$ cat src/rtl/lut_settle_eval.sv
// lut_settle_eval: reconfigurable lookup-table evaluator with input settling.
//
// The block evaluates a 2^N_IN-entry truth table against N_IN logic inputs,
// but only after the inputs have been stable for SETTLE consecutive edges.
// The output for input value i is table bit (2^N_IN-1-i), so the MSB of the
// table holds the result for input 0.
//
// A serial configuration port loads a new table one bit per beat, MSB-first
// (first beat is the bit for input 0). Beats land in a shadow register; the
// active table is only replaced in a one-cycle COMMIT state after a correctly
// framed load (cfg_last exactly on the final beat). Any framing error sets a
// sticky err flag and discards the shadow, leaving the active table intact.
//
// Handshake: a configuration beat transfers on a rising edge where
// cfg_valid && cfg_ready are both high. cfg_ready is registered and is low
// only during the single COMMIT cycle. cfg_valid may drop between beats for
// any number of cycles; the partial load simply waits.
module lut_settle_eval #(
  parameter int N_IN = 3,
  parameter int SETTLE = 4,
  parameter logic [(1<<N_IN)-1:0] INIT_TABLE = 8'hCD
) (
  input  logic            clk,
  input  logic            reset,
  input  logic [N_IN-1:0] in,
  input  logic            cfg_valid,
  input  logic            cfg_data,
  input  logic            cfg_last,
  output logic            cfg_ready,
  output logic            out,
  output logic            out_valid,
  output logic            err
);

  localparam int W  = 1 << N_IN;
  localparam int CW = $clog2(SETTLE + 1);
  localparam int BW = N_IN + 1;

  localparam logic [CW-1:0] SETTLE_C    = CW'(SETTLE);
  localparam logic [CW-1:0] SETTLE_M1   = CW'(SETTLE - 1);
  localparam logic [BW-1:0] LAST_BEAT   = BW'(W - 1);

  typedef enum logic [1:0] {
    RUN    = 2'd0,
    LOAD   = 2'd1,
    COMMIT = 2'd2
  } cfg_state_t;

  cfg_state_t       state;
  logic [W-1:0]     lut_q;
  logic [W-1:0]     shadow;
  logic [BW-1:0]    beat_cnt;
  logic [N_IN-1:0]  in_q;
  logic [CW-1:0]    cnt;

  logic             accept;
  logic             commit;
  logic             last_beat;
  logic             frame_err;
  logic             in_changed;
  logic [N_IN-1:0]  lut_idx;
  logic             lut_bit;

  // Beat transfer and framing decode.
  assign accept     = cfg_valid & cfg_ready;
  assign commit     = (state == COMMIT);
  assign last_beat  = (beat_cnt == LAST_BEAT);
  // Error when cfg_last disagrees with whether this is the final beat.
  assign frame_err  = accept & (cfg_last ^ last_beat);

  // Table lookup: entry for input i sits at bit (W-1-i), which for an
  // N_IN-bit index is simply the bitwise inverse of i.
  assign in_changed = (in != in_q);
  assign lut_idx    = ~in_q;
  assign lut_bit    = lut_q[lut_idx];

  // Configuration FSM: collects beats into the shadow and commits the table.
  always_ff @(posedge clk) begin
    if (reset) begin
      state     <= RUN;
      cfg_ready <= 1'b1;
      lut_q     <= INIT_TABLE;
      shadow    <= '0;
      beat_cnt  <= '0;
      err       <= 1'b0;
    end else begin
      case (state)
        RUN, LOAD: begin
          if (accept) begin
            if (frame_err) begin
              // Bad framing: drop the partial load, keep the active table.
              err      <= 1'b1;
              shadow   <= '0;
              beat_cnt <= '0;
              state    <= RUN;
            end else if (last_beat) begin
              shadow    <= {shadow[W-2:0], cfg_data};
              state     <= COMMIT;
              cfg_ready <= 1'b0;
            end else begin
              shadow   <= {shadow[W-2:0], cfg_data};
              beat_cnt <= beat_cnt + BW'(1);
              state    <= LOAD;
            end
          end
        end
        COMMIT: begin
          lut_q     <= shadow;
          shadow    <= '0;
          beat_cnt  <= '0;
          state     <= RUN;
          cfg_ready <= 1'b1;
        end
        default: begin
          state     <= RUN;
          cfg_ready <= 1'b1;
          shadow    <= '0;
          beat_cnt  <= '0;
        end
      endcase
    end
  end

  // Input settling and output evaluation against the active table.
  always_ff @(posedge clk) begin
    if (reset) begin
      in_q      <= '0;
      cnt       <= '0;
      out       <= 1'b0;
      out_valid <= 1'b0;
    end else begin
      if (in_changed) begin
        // New input value restarts the settle window; out keeps its value.
        // A commit on the same edge needs nothing extra: cnt clears anyway.
        in_q      <= in;
        cnt       <= '0;
        out_valid <= 1'b0;
      end else if (commit) begin
        // Table is being replaced: restart the settle window so out is
        // re-evaluated against the new table.
        cnt       <= '0;
        out_valid <= 1'b0;
      end else if (cnt < SETTLE_C) begin
        cnt <= cnt + CW'(1);
        if (cnt == SETTLE_M1) begin
          out       <= lut_bit;
          out_valid <= 1'b1;
        end
      end
    end
  end

endmodule

$ cat config.mk
export PLATFORM = sky130hd
export DESIGN_NAME = lut_settle_eval
export DESIGN_NICKNAME = d
export VERILOG_FILES = /design/src/rtl/lut_settle_eval.sv
export SDC_FILE = /design/constraint.sdc
export NUM_CORES = 1
export LEC_CHECK = 0
export BUFFER_PORTS_ARGS = -buffer_cell sky130_fd_sc_hd__buf_2
export CORE_MARGIN = 5
export CORE_UTILIZATION = 60
export CTS_BUF_LIST = sky130_fd_sc_hd__clkbuf_4
export DETAILED_ROUTE_END_ITERATION = 12
export GPL_ROUTABILITY_DRIVEN = 0
export GPL_TIMING_DRIVEN = 0
export MAX_ROUTING_LAYER = met4
export PLACE_DENSITY_LB_ADDON = 0.08
export SETUP_SLACK_MARGIN = 0.2
export SLEW_MARGIN = 20
export SYNTH_ARGS = -nofsm -noshare
export SYNTH_HDL_FRONTEND = slang
export SYNTH_SLANG_ARGS = --single-unit
$ cat constraint.sdc
create_clock -name clk -period 1.8 [get_ports clk]
set_input_delay 0.09 -clock clk [delete_from_list [all_inputs] [get_ports clk]]
set_output_delay 0.09 -clock clk [all_outputs]
set_load 0.01 [all_outputs]
==> results.txt <==
----------------------------------------------------
[Critical path]
  Delay of the slowest cell on the worst path ... 360 ps
  Type of the worst setup path ... reg -> reg
  Source of the worst register-to-register timing path ... beat_cnt[0]
  Reg2Reg Depth ... 5
  Nature of the critical path endpoint ... register
  Critical-path cell list ... ha_1, and3b_2, xnor2_4, nand3_1, a21oi_1
  Setup crit start ... beat_cnt[0]
  Critical R2R Capture ... shadow[0]
  Critical-path cell with the highest stage delay ... dfxtp_1
  Dominant delay contributor by cell family on the critical path ... simple AND/OR/NAND/NOR gates
  Worst-case register-to-register setup slack ... 290 ps
  Arrival time of data at the critical path endpoint ... 1780 ps
  Required time at the worst-slack endpoint ... 2070 ps
  Number of buffer and inverter instances along the worst setup path ... 0
  Max FO, Critical Path ... 9
  Type of origin of the critical path ... register

[Placement]
  Dpl cell area ... 0.00143 mm²
  Post-DP HPWL ... 1860 µm
  Number of instances in the placed design ... 176
  Port Buf Inserts ... 10
  Setup slack at placement ... 256 ps

[Status]
  Result of the run ... completed

[Yosys]
  Synthesized instance count ... 138
  Number of enable-type register cells in the synthesized netlist ... 0
  Yosys Warn Count ... 0
  Number of unique standard cell types used by synthesis ... 31
  Register area share after synthesis ... 47.6%
  Net count after synthesis ... 149
  Asr flop ratio synth ... 0%
  Per-instance average area after synthesis ... 9.76 µm²
  Total standard cell area after synthesis ... 0.00135 mm²
  Top flip-flop cell by instance count after synthesis ... dfxtp_1
  Yosys reg bits ... 32

[Clocking]
  Total number of H-tree levels ... 2
  Hold-fix buffer count after cts ... 0
  Clock tree root buffer cell ... clkbuf_4
  Clock Pin Slew Worst Setup and Hold Paths ... 90 ps
  Total clock buffers created by CTS ... 5
  Clock Path Buffers ... 2
  CTS sink count ... 32
  Clock insertion delay at the later pin of the skew report ... 330 ps
  Clock tree from TritonCTS ... done

[Die]
  Vertical die dimension ... 57.4 µm
  Effective utilization at floorplan ... 62.1%
  Core area ... 0.00217 mm²
  Die width ... 57.4 µm
  Total number of placement rows ... 17
  Number of placed I/O pins ... 12
  Total Die Area ... 0.00329 mm²

[Timing]
  Shortest period the worst path allows ... 1510 ps
  Post-route clock skew ... 4.99 ps
  PnR worst setup slack ... 289 ps
  Count of final setup violators ... 0
  Fin crit share ... 83.9%
  Fin. max-slew vios ... 0
  Final Hold Vio Count ... 0
  Sum of negative setup slack ... 0 ps
  RSZ-0062 raised after global routing ... yes
  Hold WS ... 9.74 ps
  Highest Clock Rate ... 662 MHz
  Transition time of the tightest slew-check pin ... 454 ps
  Normalized max-slew margin ... 69.8%

[Global routing]
  Via count of the first global-routing pass ... 1036
  First-pass GRT wire length ... 4430 µm
  Total congestion overflow ... 0
  Largest net degree at the start of global routing ... 11
  Overall global routing resource usage ... 18.3%
  Initial antenna violation count ... 0

[Layout]
  Layout cell share with drive strength beyond 1 ... 18.6%
  Design area ... 0.00150 mm²
  Leading cell types in the layout, fill and taps excluded ... dfxtp_1, nor2_1, nand2_1
  Area growth from synthesis to final layout ... 11.1%
  Total number of nets in the final design ... 166
  Antenna diode instance count ... 0
  Filler cell count ... 195
  Number of standard cells in the final layout excluding fillers ... 184
  Most common library cell in the layout ignoring fill and taps ... dfxtp_1
  Post-Route Utilization ... 68.9%

[Routing]
  DR WL/cell ... 14.6 µm
  Final wirelength ... 2690 µm
  Count of vias placed by the detailed router ... 1048
  Antenna-violating nets left ... 0
  First-pass iteration count of the detailed router ... 4
  Number of vias per cell after detailed routing ... 5.70
  DR iter-0 viols ... 28
  # DRC ... 0

[Power and ir drop]
  Pwr dens ... 822 mW/mm²
  Leakage power total ... 0.551 nW
  Worst supply voltage drop on vdd ... 0.609 mV
  Sequential share of power ... 59.3%
  Net switching fraction of the power ... 23.9%
  Switch Pwr ... 0.294 mW
  Part of the power in combinational logic ... 7.2%
  Total chip power ... 1.23 mW
  Int Power ... 0.936 mW
  Clock Power Share ... 33.5%

[Worst hold path]
  Min-delay worst type ... in -> reg
  Number of instances on the worst hold path ... 2
  Hold Startpoint ... in[1]
  Worst hold endpoint ... in_q[1]

[Run]
  Max-cap violation count ... 0

----------------------------------------------------
==> layout make-up <==
class	instances	area, µm²	area share (%)
clock inverter	1	3.75	0.251
sequential	32	641	42.8
timing repair buffer	10	50.0	3.35
clock buffer	7	52.6	3.51
tap	28	35.0	2.34
multi-input combinational	97	673	45.0
buffer	7	32.5	2.18
inverter	2	7.51	0.502
==> worst reg2reg max path: cells and delay by family (launching register included) <==
family	cells	cell delay (ps)
AO/OA/AOI/OAI	1	150
AND/OR/NAND/NOR	2	390
XOR/XNOR	1	290
flip-flops	1	360
adder cells (fa/ha/maj)	1	250
==> logic make-up (layout without fill, tap and decap cells) <==
group | Yosys count | count (layout) | share of synthesized area (%)
buf+inv | 9 | 27 | 2.97
mux | 8 | 8 | 8.36
flops | 32 | 32 | 47.6
fa+ha+maj | 3 | 3 | 2.79
xor+xnor | 5 | 5 | 5.76
simple gates | 56 | 56 | 20.5
compound gates | 25 | 25 | 12.0
==> timing repair <==
action	CTS	global route
setup endpoints to repair	0	5
resized for setup	0	2
buffers inserted	0	0
==> power by group through the flow <==
| stage | logic, mW | clock network, mW | registers (mW) |
|---|---|---|---|
| after floorplan | 0.0599 | 0 | 0.744 |
| after global placement | 0.0826 | 0 | 0.745 |
| after detailed placement | 0.0866 | 0 | 0.746 |
| after CTS | 0.0876 | 0.419 | 0.729 |
| after global routing | 0.0959 | 0.456 | 0.732 |
| final | 0.0880 | 0.412 | 0.729 |
==> layer usage <==
metal  global-route usage [%]  vias to the layer above  share of wire (%)
li1                         -                      518                  -
met1                     18.2                      506                 44
met2                     31.8                       20                 51
met3                     7.47                        4                3.9
met4                     6.95                        0                1.2
met5                        -                        -                  0
==> worst max path at each step <==
stage | endpoint | cells after the start
after floorplan | beat_cnt[1] | 5
after global placement | beat_cnt[1] | 5
after detailed placement | beat_cnt[1] | 5
after CTS | beat_cnt[1] | 5
after global routing | shadow[6] | 5
final | shadow[0] | 5
==> cell usage after synthesis (2+ instances only) <==
master | n | area share (%)
a21oi_1 | 11 | 4.1
xnor2_2 | 2 | 2.4
dfxtp_1 | 32 | 48
clkbuf_1 | 4 | 1.1
buf_2 | 2 | 0.74
nand3_1 | 9 | 3.3
o21ai_0 | 3 | 1.1
a211o_1 | 5 | 3.3
mux2i_1 | 6 | 4.5
mux4_1 | 2 | 3.9
nor2b_1 | 9 | 4.2
nor2_1 | 16 | 4.5
nor3_1 | 3 | 1.1
ha_1 | 3 | 2.8
xor2_1 | 2 | 1.3
inv_1 | 2 | 0.56
nand2_1 | 13 | 3.6
==> sequential cells by signal, indices dropped and copies added (netlist names) <==
register / count
cnt: 3
err: 1
out_valid: 1
in_q: 3
shadow: 8
state: 2
lut_q: 8
cfg_ready: 1
out: 1
beat_cnt: 4
(Power assumes the default switching activity.)
